**config.mk**
```make
export PLATFORM = sky130hd
export DESIGN_NAME = change_dispenser
export DESIGN_NICKNAME = d
export VERILOG_FILES = /design/src/rtl/change_dispenser_pkg.sv /design/src/rtl/chg_fifo.sv /design/src/rtl/change_dispenser.sv
export SDC_FILE = /design/constraint.sdc
export NUM_CORES = 1
export LEC_CHECK = 0
export CORE_ASPECT_RATIO = 2
export CORE_MARGIN = 10
export CORE_UTILIZATION = 54
export CTS_CLUSTER_DIAMETER = 50
export DETAILED_ROUTE_END_ITERATION = 8
export PLACE_DENSITY = 0.75
export SYNTH_ARGS = -nofsm -noshare
export SYNTH_HDL_FRONTEND = slang
export SYNTH_SLANG_ARGS = --single-unit
export TNS_END_PERCENT = 100
```
**constraint.sdc**
```tcl
create_clock -name clk -period 4.97 [get_ports clk]
set_input_delay 0.7455 -clock clk [delete_from_list [all_inputs] [get_ports clk]]
set_output_delay 0.7455 -clock clk [all_outputs]
set_load 0.01 [all_outputs]
```
**src/rtl/change_dispenser_pkg.sv**
```systemverilog
// Shared definitions for the change dispenser: FSM state codes, product
// type codes and the layout of one queued sale.
package change_dispenser_pkg;

  // FSM state encoding
  localparam logic [2:0] ST_IDLE  = 3'd0;
  localparam logic [2:0] ST_REL   = 3'd1;
  localparam logic [2:0] ST_REQ   = 3'd2;
  localparam logic [2:0] ST_GAP   = 3'd3;
  localparam logic [2:0] ST_FAULT = 3'd4;

  // Product type carried with each queued sale
  localparam logic TYPE_P1 = 1'b0;
  localparam logic TYPE_P2 = 1'b1;

  // Default width of the change field
  localparam int unsigned CHG_W_DEFAULT = 2;

  // One queued sale at the default width. The top packs its queue words in
  // the same order ({type, change}) for any CHG_W.
  typedef struct packed {
    logic                     typ;
    logic [CHG_W_DEFAULT-1:0] change;
  } sale_entry_t;

endpackage

```
**src/rtl/chg_fifo.sv**
```systemverilog
// Synchronous FIFO of packed sale entries. A push while full is accepted
// only when a pop happens in the same cycle; otherwise it is ignored and the
// caller is expected to flag the loss.
module chg_fifo #(
  parameter int unsigned WIDTH = 3,
  parameter int unsigned DEPTH = 4
) (
  input  logic             clk,
  input  logic             rst,
  input  logic             push,
  input  logic             pop,
  input  logic [WIDTH-1:0] wdata,
  output logic [WIDTH-1:0] rdata,
  output logic             full,
  output logic             empty
);

  localparam int unsigned AW = (DEPTH > 1) ? $clog2(DEPTH) : 1;
  localparam int unsigned CW = AW + 1;

  logic [WIDTH-1:0] mem [DEPTH];
  logic [AW-1:0]    wptr;
  logic [AW-1:0]    rptr;
  logic [CW-1:0]    count;
  logic             do_push;
  logic             do_pop;

  assign full    = (count == CW'(DEPTH));
  assign empty   = (count == '0);
  assign do_pop  = pop & ~empty;
  // A pop frees the slot the push needs, so full alone does not block it
  assign do_push = push & (~full | do_pop);
  assign rdata   = mem[rptr];

  // Storage array, no reset needed since count gates every read
  always_ff @(posedge clk) begin
    if (do_push) begin
      mem[wptr] <= wdata;
    end
  end

  // Pointers and occupancy count
  always_ff @(posedge clk) begin
    if (rst) begin
      wptr  <= '0;
      rptr  <= '0;
      count <= '0;
    end else begin
      if (do_push) begin
        wptr <= wptr + AW'(1);
      end
      if (do_pop) begin
        rptr <= rptr + AW'(1);
      end
      case ({do_push, do_pop})
        2'b10:   count <= count + CW'(1);
        2'b01:   count <= count - CW'(1);
        default: count <= count;
      endcase
    end
  end

endmodule

```
**src/rtl/change_dispenser.sv**
```systemverilog
// Change dispenser: queues sales from the vending controller, pulses the
// product release, then pays change one coin at a time over a req/ack
// handshake with timeout. Optional macro CHANGE_LOG_EN adds a saturating
// count of dispensed coins on output coins_total.
module change_dispenser
  import change_dispenser_pkg::*;
#(
  parameter int unsigned CHG_W       = CHG_W_DEFAULT,
  parameter int unsigned FIFO_DEPTH  = 4,
  parameter int unsigned ACK_TIMEOUT = 15,
  parameter int unsigned GAP_CYC     = 2
) (
  input  logic             clk,
  input  logic             rst,
  input  logic             vend1,
  input  logic             vend2,
  input  logic [CHG_W-1:0] change_in,
  input  logic             coin_ack,
  input  logic             fault_clr,
  output logic             coin_req,
  output logic             prod1_rel,
  output logic             prod2_rel,
  output logic             busy,
  output logic             full,
  output logic             fault,
`ifdef CHANGE_LOG_EN
  output logic [15:0]      coins_total,
`endif
  output logic             ovf
);

  localparam int unsigned EW = CHG_W + 1;
  localparam int unsigned TW = $clog2(ACK_TIMEOUT + 1);
  localparam int unsigned GW = (GAP_CYC > 1) ? $clog2(GAP_CYC + 1) : 1;

  // Edge detect
  logic vend1_q;
  logic vend2_q;
  logic rise1;
  logic rise2;
  logic push;
  logic both_rise;

  // Queue interface
  logic [EW-1:0] wdata;
  logic [EW-1:0] head;
  logic          empty;
  logic          pop;

  // FSM and working registers
  logic [2:0]       state_q, state_d;
  logic             typ_q, typ_d;
  logic [CHG_W-1:0] rem_q, rem_d;
  logic [TW-1:0]    tmo_q, tmo_d;
  logic [GW-1:0]    gap_q, gap_d;
  logic             ovf_q;

  assign rise1     = vend1 & ~vend1_q;
  assign rise2     = vend2 & ~vend2_q;
  assign both_rise = rise1 & rise2;
  assign push      = rise1 ^ rise2;
  assign wdata     = {(rise2 ? TYPE_P2 : TYPE_P1), change_in};
  assign pop       = (state_q == ST_IDLE) & ~empty;

  chg_fifo #(
    .WIDTH (EW),
    .DEPTH (FIFO_DEPTH)
  ) u_fifo (
    .clk   (clk),
    .rst   (rst),
    .push  (push),
    .pop   (pop),
    .wdata (wdata),
    .rdata (head),
    .full  (full),
    .empty (empty)
  );

  // Previous vend levels for rising-edge detection
  always_ff @(posedge clk) begin
    if (rst) begin
      vend1_q <= 1'b0;
      vend2_q <= 1'b0;
    end else begin
      vend1_q <= vend1;
      vend2_q <= vend2;
    end
  end

  // Sticky overflow: simultaneous sales, or a push that the queue cannot take
  always_ff @(posedge clk) begin
    if (rst) begin
      ovf_q <= 1'b0;
    end else if (both_rise || (push && full && !pop)) begin
      ovf_q <= 1'b1;
    end
  end

  // Next-state logic for the release / payout sequencer
  always_comb begin
    state_d = state_q;
    typ_d   = typ_q;
    rem_d   = rem_q;
    tmo_d   = tmo_q;
    gap_d   = gap_q;
    unique case (state_q)
      ST_IDLE: begin
        if (!empty) begin
          typ_d   = head[CHG_W];
          rem_d   = head[CHG_W-1:0];
          state_d = ST_REL;
        end
      end
      ST_REL: begin
        tmo_d   = '0;
        gap_d   = '0;
        state_d = (rem_q == '0) ? ST_GAP : ST_REQ;
      end
      ST_REQ: begin
        // An ack arriving on the final timeout cycle still counts
        if (coin_ack) begin
          rem_d   = rem_q - CHG_W'(1);
          tmo_d   = '0;
          gap_d   = '0;
          state_d = ST_GAP;
        end else if (tmo_q == TW'(ACK_TIMEOUT - 1)) begin
          tmo_d   = '0;
          state_d = ST_FAULT;
        end else begin
          tmo_d = tmo_q + TW'(1);
        end
      end
      ST_GAP: begin
        if (gap_q == GW'(GAP_CYC - 1)) begin
          gap_d   = '0;
          tmo_d   = '0;
          state_d = (rem_q != '0) ? ST_REQ : ST_IDLE;
        end else begin
          gap_d = gap_q + GW'(1);
        end
      end
      ST_FAULT: begin
        // Clearing the fault abandons whatever change was still owed
        if (fault_clr) begin
          rem_d   = '0;
          state_d = ST_IDLE;
        end
      end
      default: begin
        state_d = ST_IDLE;
      end
    endcase
  end

  // Sequencer state registers
  always_ff @(posedge clk) begin
    if (rst) begin
      state_q <= ST_IDLE;
      typ_q   <= TYPE_P1;
      rem_q   <= '0;
      tmo_q   <= '0;
      gap_q   <= '0;
    end else begin
      state_q <= state_d;
      typ_q   <= typ_d;
      rem_q   <= rem_d;
      tmo_q   <= tmo_d;
      gap_q   <= gap_d;
    end
  end

`ifdef CHANGE_LOG_EN
  logic coin_taken;
  assign coin_taken = (state_q == ST_REQ) & coin_ack;

  // Saturating count of coins the hopper acknowledged
  always_ff @(posedge clk) begin
    if (rst) begin
      coins_total <= '0;
    end else if (coin_taken && (coins_total != 16'hFFFF)) begin
      coins_total <= coins_total + 16'd1;
    end
  end
`endif

  // Outputs decoded from registered state only
  always_comb begin
    coin_req  = (state_q == ST_REQ);
    prod1_rel = (state_q == ST_REL) && (typ_q == TYPE_P1);
    prod2_rel = (state_q == ST_REL) && (typ_q == TYPE_P2);
    fault     = (state_q == ST_FAULT);
    busy      = (state_q != ST_IDLE) || !empty;
    ovf       = ovf_q;
  end

endmodule
```
Word-level counts from Yosys, hierarchy flattened
Memories as Yosys holds them, arrays and structs flattened. A register that Yosys moved wholly into a read port is not among the register bits.
Index checks and enable logic that the tools add are counted.
- register bits after elaboration: 22
- memory bits (writable): 12
- input bits: 8
- memories kept: 1
- memory list (memory ; depth ; bits a word ; read ports ; clocked after memory_dff ; write ports ; RTL line ; source):
    u_fifo.mem ; 4 ; 3 ; 1 ; 1 ; 1 ; chg_fifo.sv:21 ; logic [WIDTH-1:0] mem [DEPTH];
- add/subtract/negate cells: 7
- eq/ne operators: 14
- muxes and demuxes: 25
- bitwise gates (word level): 13
- reduce and logical (&&, ||, !) cells: 21
- operators with widths (operator ; count):
    2-bit two-way mux ; 8
    3-bit two-way mux ; 5
    3-bit one-hot mux with 5 select lines ; 1
    4-bit two-way mux ; 3
    2-bit one-hot mux with 3 select lines ; 2
    4-bit one-hot mux with 3 select lines ; 1
    3-bit nonzero test ; 3
    2-bit != test (second input constant) ; 4
    4-bit AND reduction ; 2
    2-bit by 1-bit adder with 2-bit output (second input constant) ; 3
    1-bit AND ; 6
    3-bit by 2-bit equality test with 1-bit output (second input constant) ; 2
    3-bit equality test (second input constant) ; 2
    3-bit logical NOT ; 2
    3-bit one-hot mux with 2 select lines ; 1
    2-bit AND reduction ; 3
    1-bit NOT ; 5
    4-bit by 1-bit adder with 4-bit output (second input constant) ; 1
    2-bit by 1-bit equality test with 1-bit output (second input constant) ; 2
    4-bit equality test (second input constant) ; 1
    1-bit logical AND ; 4
    1-bit two-way mux ; 4
    2-bit nonzero test ; 2
    3-bit by 1-bit adder with 3-bit output (second input constant) ; 1
    other kinds (10) ; 12

Depth between registers and ports, before layout
Gate-level depths: netlist of run 1.
- word-level depth: 8
- mapped depth: 9
- mapped depth without buffers: 9

Hierarchy
From an unflattened synthesis of run 1, not the netlist that was laid out.
- cell total of the unflattened synthesis: 172
- area, all modules: 1871.8 um^2
- by module, submodules not included (module ; times used ; cells an instance ; area each (um^2)):
    chg_fifo ; 1 ; 74 ; 965.9
    change_dispenser ; 1 ; 98 ; 905.9

Least setup slack after synthesis of run 1
No wires, ideal clock.
- path kind: input -> register
- start: input port vend2
- end: register u_fifo.count[2]
- library setup time: 0.071 ns
- arrival: 2.581 ns
- slack: 2.318 ns
- stages: 9
- path through: nor2b_1 > ha_1 > o21a_1 > inv_1 > ha_1 > fa_1 > xnor2_1 > or3_1 > a21oi_1
- word-level cells in the longest chain between the ends: 5
- elaborated cells on any way between the ends: 7
- RTL lines (element ; RTL line ; source):
    start: declaration ; change_dispenser.sv:16 ; input logic vend2,
    1-bit AND * ; change_dispenser.sv:59 ; assign rise2 = vend2 & ~vend2_q;
    1-bit bitwise XOR * ; change_dispenser.sv:61 ; assign push = rise1 ^ rise2;
    1-bit AND * ; chg_fifo.sv:32 ; assign do_push = push & (~full | do_pop);
    2-bit by 1-bit equality test with 1-bit output / 2-bit equality test (equally long branches) ; chg_fifo.sv:55 ; case ({do_push, do_pop})
    3-bit one-hot mux with 2 select lines / 2-bit nonzero test (equally long branches) ; n/a ;
    end signal: assignment ; chg_fifo.sv:56 ; 2'b10: count <= count + CW'(1);
    end signal: assignment ; chg_fifo.sv:57 ; 2'b01: count <= count - CW'(1);
    end signal: assignment ; chg_fifo.sv:58 ; default: count <= count;
    end: declaration ; chg_fifo.sv:24 ; logic [CW-1:0] count;
Mark *: on every way between the ends. The rest lies on a longest branch, timed or not.
A chain may end at the register's enable or synchronous reset.

Worst setup path after layout of run 1
- start: input port vend2
- end: register u_fifo.count[2]
- word-level cells in the longest chain between the ends: 5
- elaborated cells on any way between the ends: 7
- RTL lines (element ; RTL line ; source):
    1-bit AND * ; change_dispenser.sv:59 ;
    via rise2 ; change_dispenser.sv:40 ; logic rise2;
    1-bit bitwise XOR * ; change_dispenser.sv:61 ;
    1-bit AND * ; chg_fifo.sv:32 ;
    2-bit by 1-bit equality test with 1-bit output / 2-bit equality test (equally long branches) ; chg_fifo.sv:55 ;
    3-bit one-hot mux with 2 select lines / 2-bit nonzero test (equally long branches) ; n/a ;
The timed path passes the listed nets; every way through them passes the cells marked *.

==> flow_metrics.tcl, run 1 <==
set metrics [dict create \
    powerDensity_mw_per_mm2 532 \
    setup_ws_ns 1.89 \
    wl_um 3250 \
    ff_latch_area_um2 841 \
    leakage_nw 0.741 \
    period_share 0.620 \
    vias 1209 \
    worstMarginPinSlew_ns 0.732 \
    synthFlopType "dfxtp_1" \
    synth_area_mm2 0.00169 \
    num_rows 28 \
    drtIter0Drc 17 \
    finalClockSkew_ns 0.00532 \
    finalSetupTns_ns 0 \
    synth_fa_ha_area_frac 0.0783 \
    utilization 0.656 \
    synth-xor-area-share 0.0466 \
    grt_max_degree 20 \
    antenna_found_initial 0 \
    final_area_mm2 0.00195 \
    synth_warnings 0 \
    synth_cells 159 \
    seq_area_frac_synth 0.497 \
    holdWs_ns 0.469 \
    grt_overflow_total 0 \
    muxShareOfSynthArea 0.0591 \
    core_area_mm2 0.00298 \
    dieHeight_um 99.2 \
    grt_pass1_wl_um 5660 \
    cts-root-buf "clkbuf_8" \
    postCtsHoldBufs 0 \
    rsz0062_at_grt "no" \
    ys_types 39 \
    syn_nets 177 \
    path_clk_slew_ns 0.07 \
    fmax_mhz 325 \
    post_cts_buffers 0 \
    maxSlewViolCount 0 \
    drive_gt1_frac 0.0857 \
    ir_worst_vdd_mv 0.396 \
    synth-seq-cells 36 \
    cp_data_arrival_time_ns 3.28 \
    hold_path_class "reg2reg" \
    synth_compound_area_frac 0.111 \
    dp_hpwl_um 2510 \
    synthToLayoutAreaGrowth_pct 15.4 \
    first_global_vias 1300 \
    cts_tree "yes" \
    die-area_mm2 0.00591 \
    yosysMostFrequentCell "dfxtp_1" \
    pin_count 15 \
    synth-simple-area-share 0.166 \
    ys_top_cells_by_area "dfxtp_1 28%, edfxtp_1 21%, ha_1 6.7%" \
    clkLatencyLatePin_ns 0.28 \
    place_congestion 0.832 \
    async_flop_share 0 \
    dpl.cell_count 197 \
    synth.top_cell.area_share 0.284 \
    start_kind "input port" \
    fillers 219 \
    status "complete, no violations" \
    maxSlewHeadroom 0.510 \
    final_cells 205 \
    setup.worst_path.class "in2reg" \
    die_w_um 59.6 \
    placed_cell_area_mm2 0.00185 \
    yosysTopAreaCell "dfxtp_1" \
    ant_nets 0 \
    fin_crit_ns 3.08 \
    pre_cts_slack_ns 1.62 \
    crit_path_end_kind "flop" \
    p_total_mw 1.04 \
    cts_buffers 5 \
    clockBufferDepth 2 \
    avgSynthCellArea_um2 10.6 \
    critPathRequiredTime_ns 5.17 \
    track_usage 0.120 \
    multi_input_area_um2 779 \
    cp_max_fo 7 \
    antenna_cells 0 \
    setup_viol 0 \
    drc_errors 0 \
    htreeDepth 2 \
    cts_resized 0 \
    synth-edff-count 12 \
    dr.pass1.iters 4 \
    start_util 0.568 \
    synth_top_family_by_area "simple AND/OR/NAND/NOR gates" \
    synth.top_cells.by_count "24 x dfxtp_1, 14 x nor2_1, 12 x edfxtp_1, 11 x inv_1" \
    nNetsFinal 192 \
    finalHoldViolCount 0 \
    viasPerCell 5.90 \
    wl_per_cell_um 15.8 \
    cts_sinks 36 \
    maxCapViolCount 0 \
    portBuffers 14 \
]
==> critical path: stages <==
cell,delay [ns]
clkdlybuf4s50_1,0.46
nor2b_1,0.30
ha_1,0.23
o21a_1,0.24
inv_1,0.09
ha_1,0.22
fa_1,0.38
xnor2_1,0.15
or3_1,0.31
a21oi_1,0.14
==> kinds of logic (layout without fill, tap and decap cells) <==
logic type	count (synthesis)	in the layout
compound gates	29	29
flops	36	36
simple gates	51	51
xor+xnor	9	9
buf+inv	19	35
mux	5	5
fa+ha+maj	10	10
==> power breakdown <==
| part | total (mW) | switching, mW | internal, mW |
|---|---|---|---|
| clock network | 0.243 | 0.0966 | 0.146 |
| registers | 0.430 | 0.0665 | 0.363 |
| logic | 0.367 | 0.181 | 0.185 |
==> flip-flops by register name, indices dropped and copies added (netlist names), 2 cells and up, named ones only <==
register      flops
u_fifo.mem       12
tmo_q             4
state_q           3
u_fifo.count      3
gap_q             2
rem_q             2
u_fifo.rptr       2
u_fifo.wptr       2
==> final timing paths <==
path | startpoint | endpoint | slack, ns | depth (start not counted)
setup reg to reg | state_q[1] | u_fifo.count[2] | 2.20 | 8
hold / removal | gap_q[1] | gap_q[1] | 0.47 | 1
hold reg to reg | gap_q[1] | gap_q[1] | 0.47 | 1
setup / recovery | vend2 | u_fifo.count[2] | 1.89 | 10
==> area by class of cell <==
cell class / count / share of cell area
Sequential cell: 36 / 0.430
Multi-Input combinational cell: 104 / 0.399
Timing Repair Buffer: 14 / 0.0717
Clock buffer: 5 / 0.0352
Inverter: 13 / 0.0256
Clock inverter: 3 / 0.0192
Tap cell: 30 / 0.0192
==> per-layer routing <==
metal | routed length (um) | track usage | share of wire
met1 | 1120 | 0.114 | 0.34
met2 | 1870 | 0.215 | 0.58
met3 | 163 | 0.0420 | 0.050
met5 | 0 | 0 | 0
met4 | 90 | 0.0608 | 0.028
==> cell usage in the layout (no fill, tap or decap), types with 7 or more instances in the layout <==
| cell type | n |
|---|---|
| a21oi_1 | 9 |
| edfxtp_1 | 12 |
| inv_1 | 11 |
| ha_1 | 9 |
| dfxtp_1 | 24 |
| xnor2_1 | 7 |
| nand2_1 | 9 |
| clkdlybuf4s50_1 | 14 |
| nor2_1 | 14 |
No activity file was read; power rests on OpenSTA's default activity.
==> run 2: changes to the inputs <==
==> constraint.sdc (replaced) <==
create_clock -name clk -period 3.2 [get_ports clk]
set_input_delay 0.48 -clock clk [delete_from_list [all_inputs] [get_ports clk]]
set_output_delay 0.48 -clock clk [all_outputs]
set_load 0.01 [all_outputs]
==> flow_metrics.tcl, run 2 (synthesis gave the netlist of run 1 again) <==
set metrics [dict create \
    status "complete, no violations" \
    track_usage 0.122 \
    core_area_mm2 0.00298 \
    finalHoldViolCount 0 \
    p_comb_frac 0.383 \
    num_rows 28 \
    setup_viol 0 \
    ff2ff_setup_slack_ns 0.63 \
    die_w_um 59.6 \
    post_cts_buffers 0 \
    fillers 224 \
    start_util 0.568 \
    dpl.cell_count 200 \
    drc_errors 0 \
    finalClockSkew_ns 0.00367 \
    leakage_nw 0.755 \
    p_int_mw 1.06 \
    viasPerCell 5.85 \
    fmax_mhz 357 \
    cts_tree "yes" \
    htreeDepth 2 \
    worstHoldStart "gap_q[1]" \
    dr.pass1.iters 4 \
    place_congestion 0.840 \
    min_delay_path_depth 1 \
    layout_common_cells "24 x dfxtp_1, 14 x nor2_1, 14 x clkdlybuf4s50_1, 12 x edfxtp_1, 11 x inv_1" \
    grt_pass1_wl_um 5630 \
    fin_crit_ns 2.80 \
    drive_gt1_frac 0.107 \
    cts_sinks 36 \
    grt_max_degree 20 \
    wl_per_cell_um 15.8 \
    critPathRequiredTime_ns 3.41 \
    swShare 0.337 \
    final_cells 208 \
    finalSetupTns_ns 0 \
    powerDensity_mw_per_mm2 810 \
    crit_path_end_kind "flop" \
    cts-root-buf "clkbuf_8" \
    clockBufferDepth 2 \
    top_regs "u_fifo.mem (12), tmo_q (4)" \
    placed_cell_area_mm2 0.00187 \
    regMostFlops "u_fifo.mem" \
    largest_register_ffs 12 \
    pin_count 15 \
    cp_data_arrival_time_ns 3.01 \
    final_area_mm2 0.00197 \
    switching_power_mw 0.538 \
    postCtsHoldBufs 0 \
    utilization 0.662 \
    r2r_end "u_fifo.count[2]" \
    seqPwrFrac 0.397 \
    start_kind "input port" \
    hold_path_class "reg2reg" \
    maxSlewViolCount 0 \
    drtIter0Drc 15 \
    nNetsFinal 195 \
    final_common_cell "dfxtp_1" \
    rsz0062_at_grt "no" \
    clkPwrFrac 0.220 \
    worstMarginPinSlew_ns 0.728 \
    cp_max_fo 7 \
    vias 1217 \
    antenna_cells 0 \
    hold_end "gap_q[1]" \
    synthToLayoutAreaGrowth_pct 16.4 \
    dp_hpwl_um 2540 \
    grt_overflow_total 0 \
    first_global_vias 1321 \
    dieHeight_um 99.2 \
    ir_worst_vdd_mv 0.571 \
    setup.worst_path.class "in2reg" \
    wl_um 3290 \
    r2r-start "state_q[1]" \
    ant_nets 0 \
    cts_buffers 5 \
    path_clk_slew_ns 0.07 \
    maxSlewHeadroom 0.513 \
    cts_resized 0 \
    maxCapViolCount 0 \
    pre_cts_slack_ns 0.0899 \
    setup_ws_ns 0.400 \
    period_share 0.875 \
    antenna_found_initial 0 \
    r2r_cells 8 \
    portBuffers 14 \
    clkLatencyLatePin_ns 0.29 \
    die-area_mm2 0.00591 \
]
## run 2: changes by cell type in the layout (fill, tap and decap cells not counted), sizes merged
cell and delta:
bufinv -1, clkbuf +3, buf +3, clkinv -2
## run 2: cell type report
cell class / instances / area, um2 / area share
inverters: 13 / 50.0 / 0.0254
multi-input cells: 104 / 779 / 0.396
well taps: 30 / 37.5 / 0.0190
clock buffers: 8 / 100 / 0.0508
repair buffers: 17 / 163 / 0.0825
flip-flops and latches: 36 / 841 / 0.427
## run 2: worst max-delay path by stage
stage	cells after the start	endpoint	slack [ns]	startpoint
after floorplan	9	u_fifo.count[2]	0.81	vend2
after global placement	10	u_fifo.count[2]	0.24	vend2
after detailed placement	10	u_fifo.count[2]	0.09	vend2
after CTS	10	u_fifo.count[2]	0.39	vend2
after global routing	10	u_fifo.count[2]	0.23	vend2
final	10	u_fifo.count[2]	0.40	vend2
## run 2: power by group through the flow
stage | Clock, mW | Combinational, mW | Sequential, mW
6_report | 0.351 | 0.611 | 0.634
3_3_place_gp | 0 | 0.588 | 0.634
4_1_cts | 0.358 | 0.616 | 0.634
3_5_place_dp | 0 | 0.614 | 0.644
5_1_grt | 0.376 | 0.692 | 0.644
2_1_floorplan | 0 | 0.446 | 0.626
## run 2: worst max-delay path, stage by stage
cell             delay, ns
clkdlybuf4s50_1       0.47
nor2b_1               0.28
ha_1                  0.22
o21a_1                0.25
inv_1                 0.10
ha_1                  0.22
fa_1                  0.38
xnor2_1               0.14
or3_1                 0.31
a21oi_1               0.14
## run 2: routing by layer
| metal | part of all wire | track usage |
|---|---|---|
| met2 | 0.58 | 0.224 |
| met1 | 0.35 | 0.107 |
| met5 | 0 | 0 |
| met3 | 0.051 | 0.0357 |
| met4 | 0.025 | 0.0764 |
## run 2: through the flow
step / power (mW) / hold slack, ns
3_3_place_gp: 1.22 / 0.457
2_1_floorplan: 1.07 / 0.444
5_1_grt: 1.71 / 0.497
6_report: 1.60 / 0.481
4_1_cts: 1.61 / 0.478
3_5_place_dp: 1.26 / 0.468
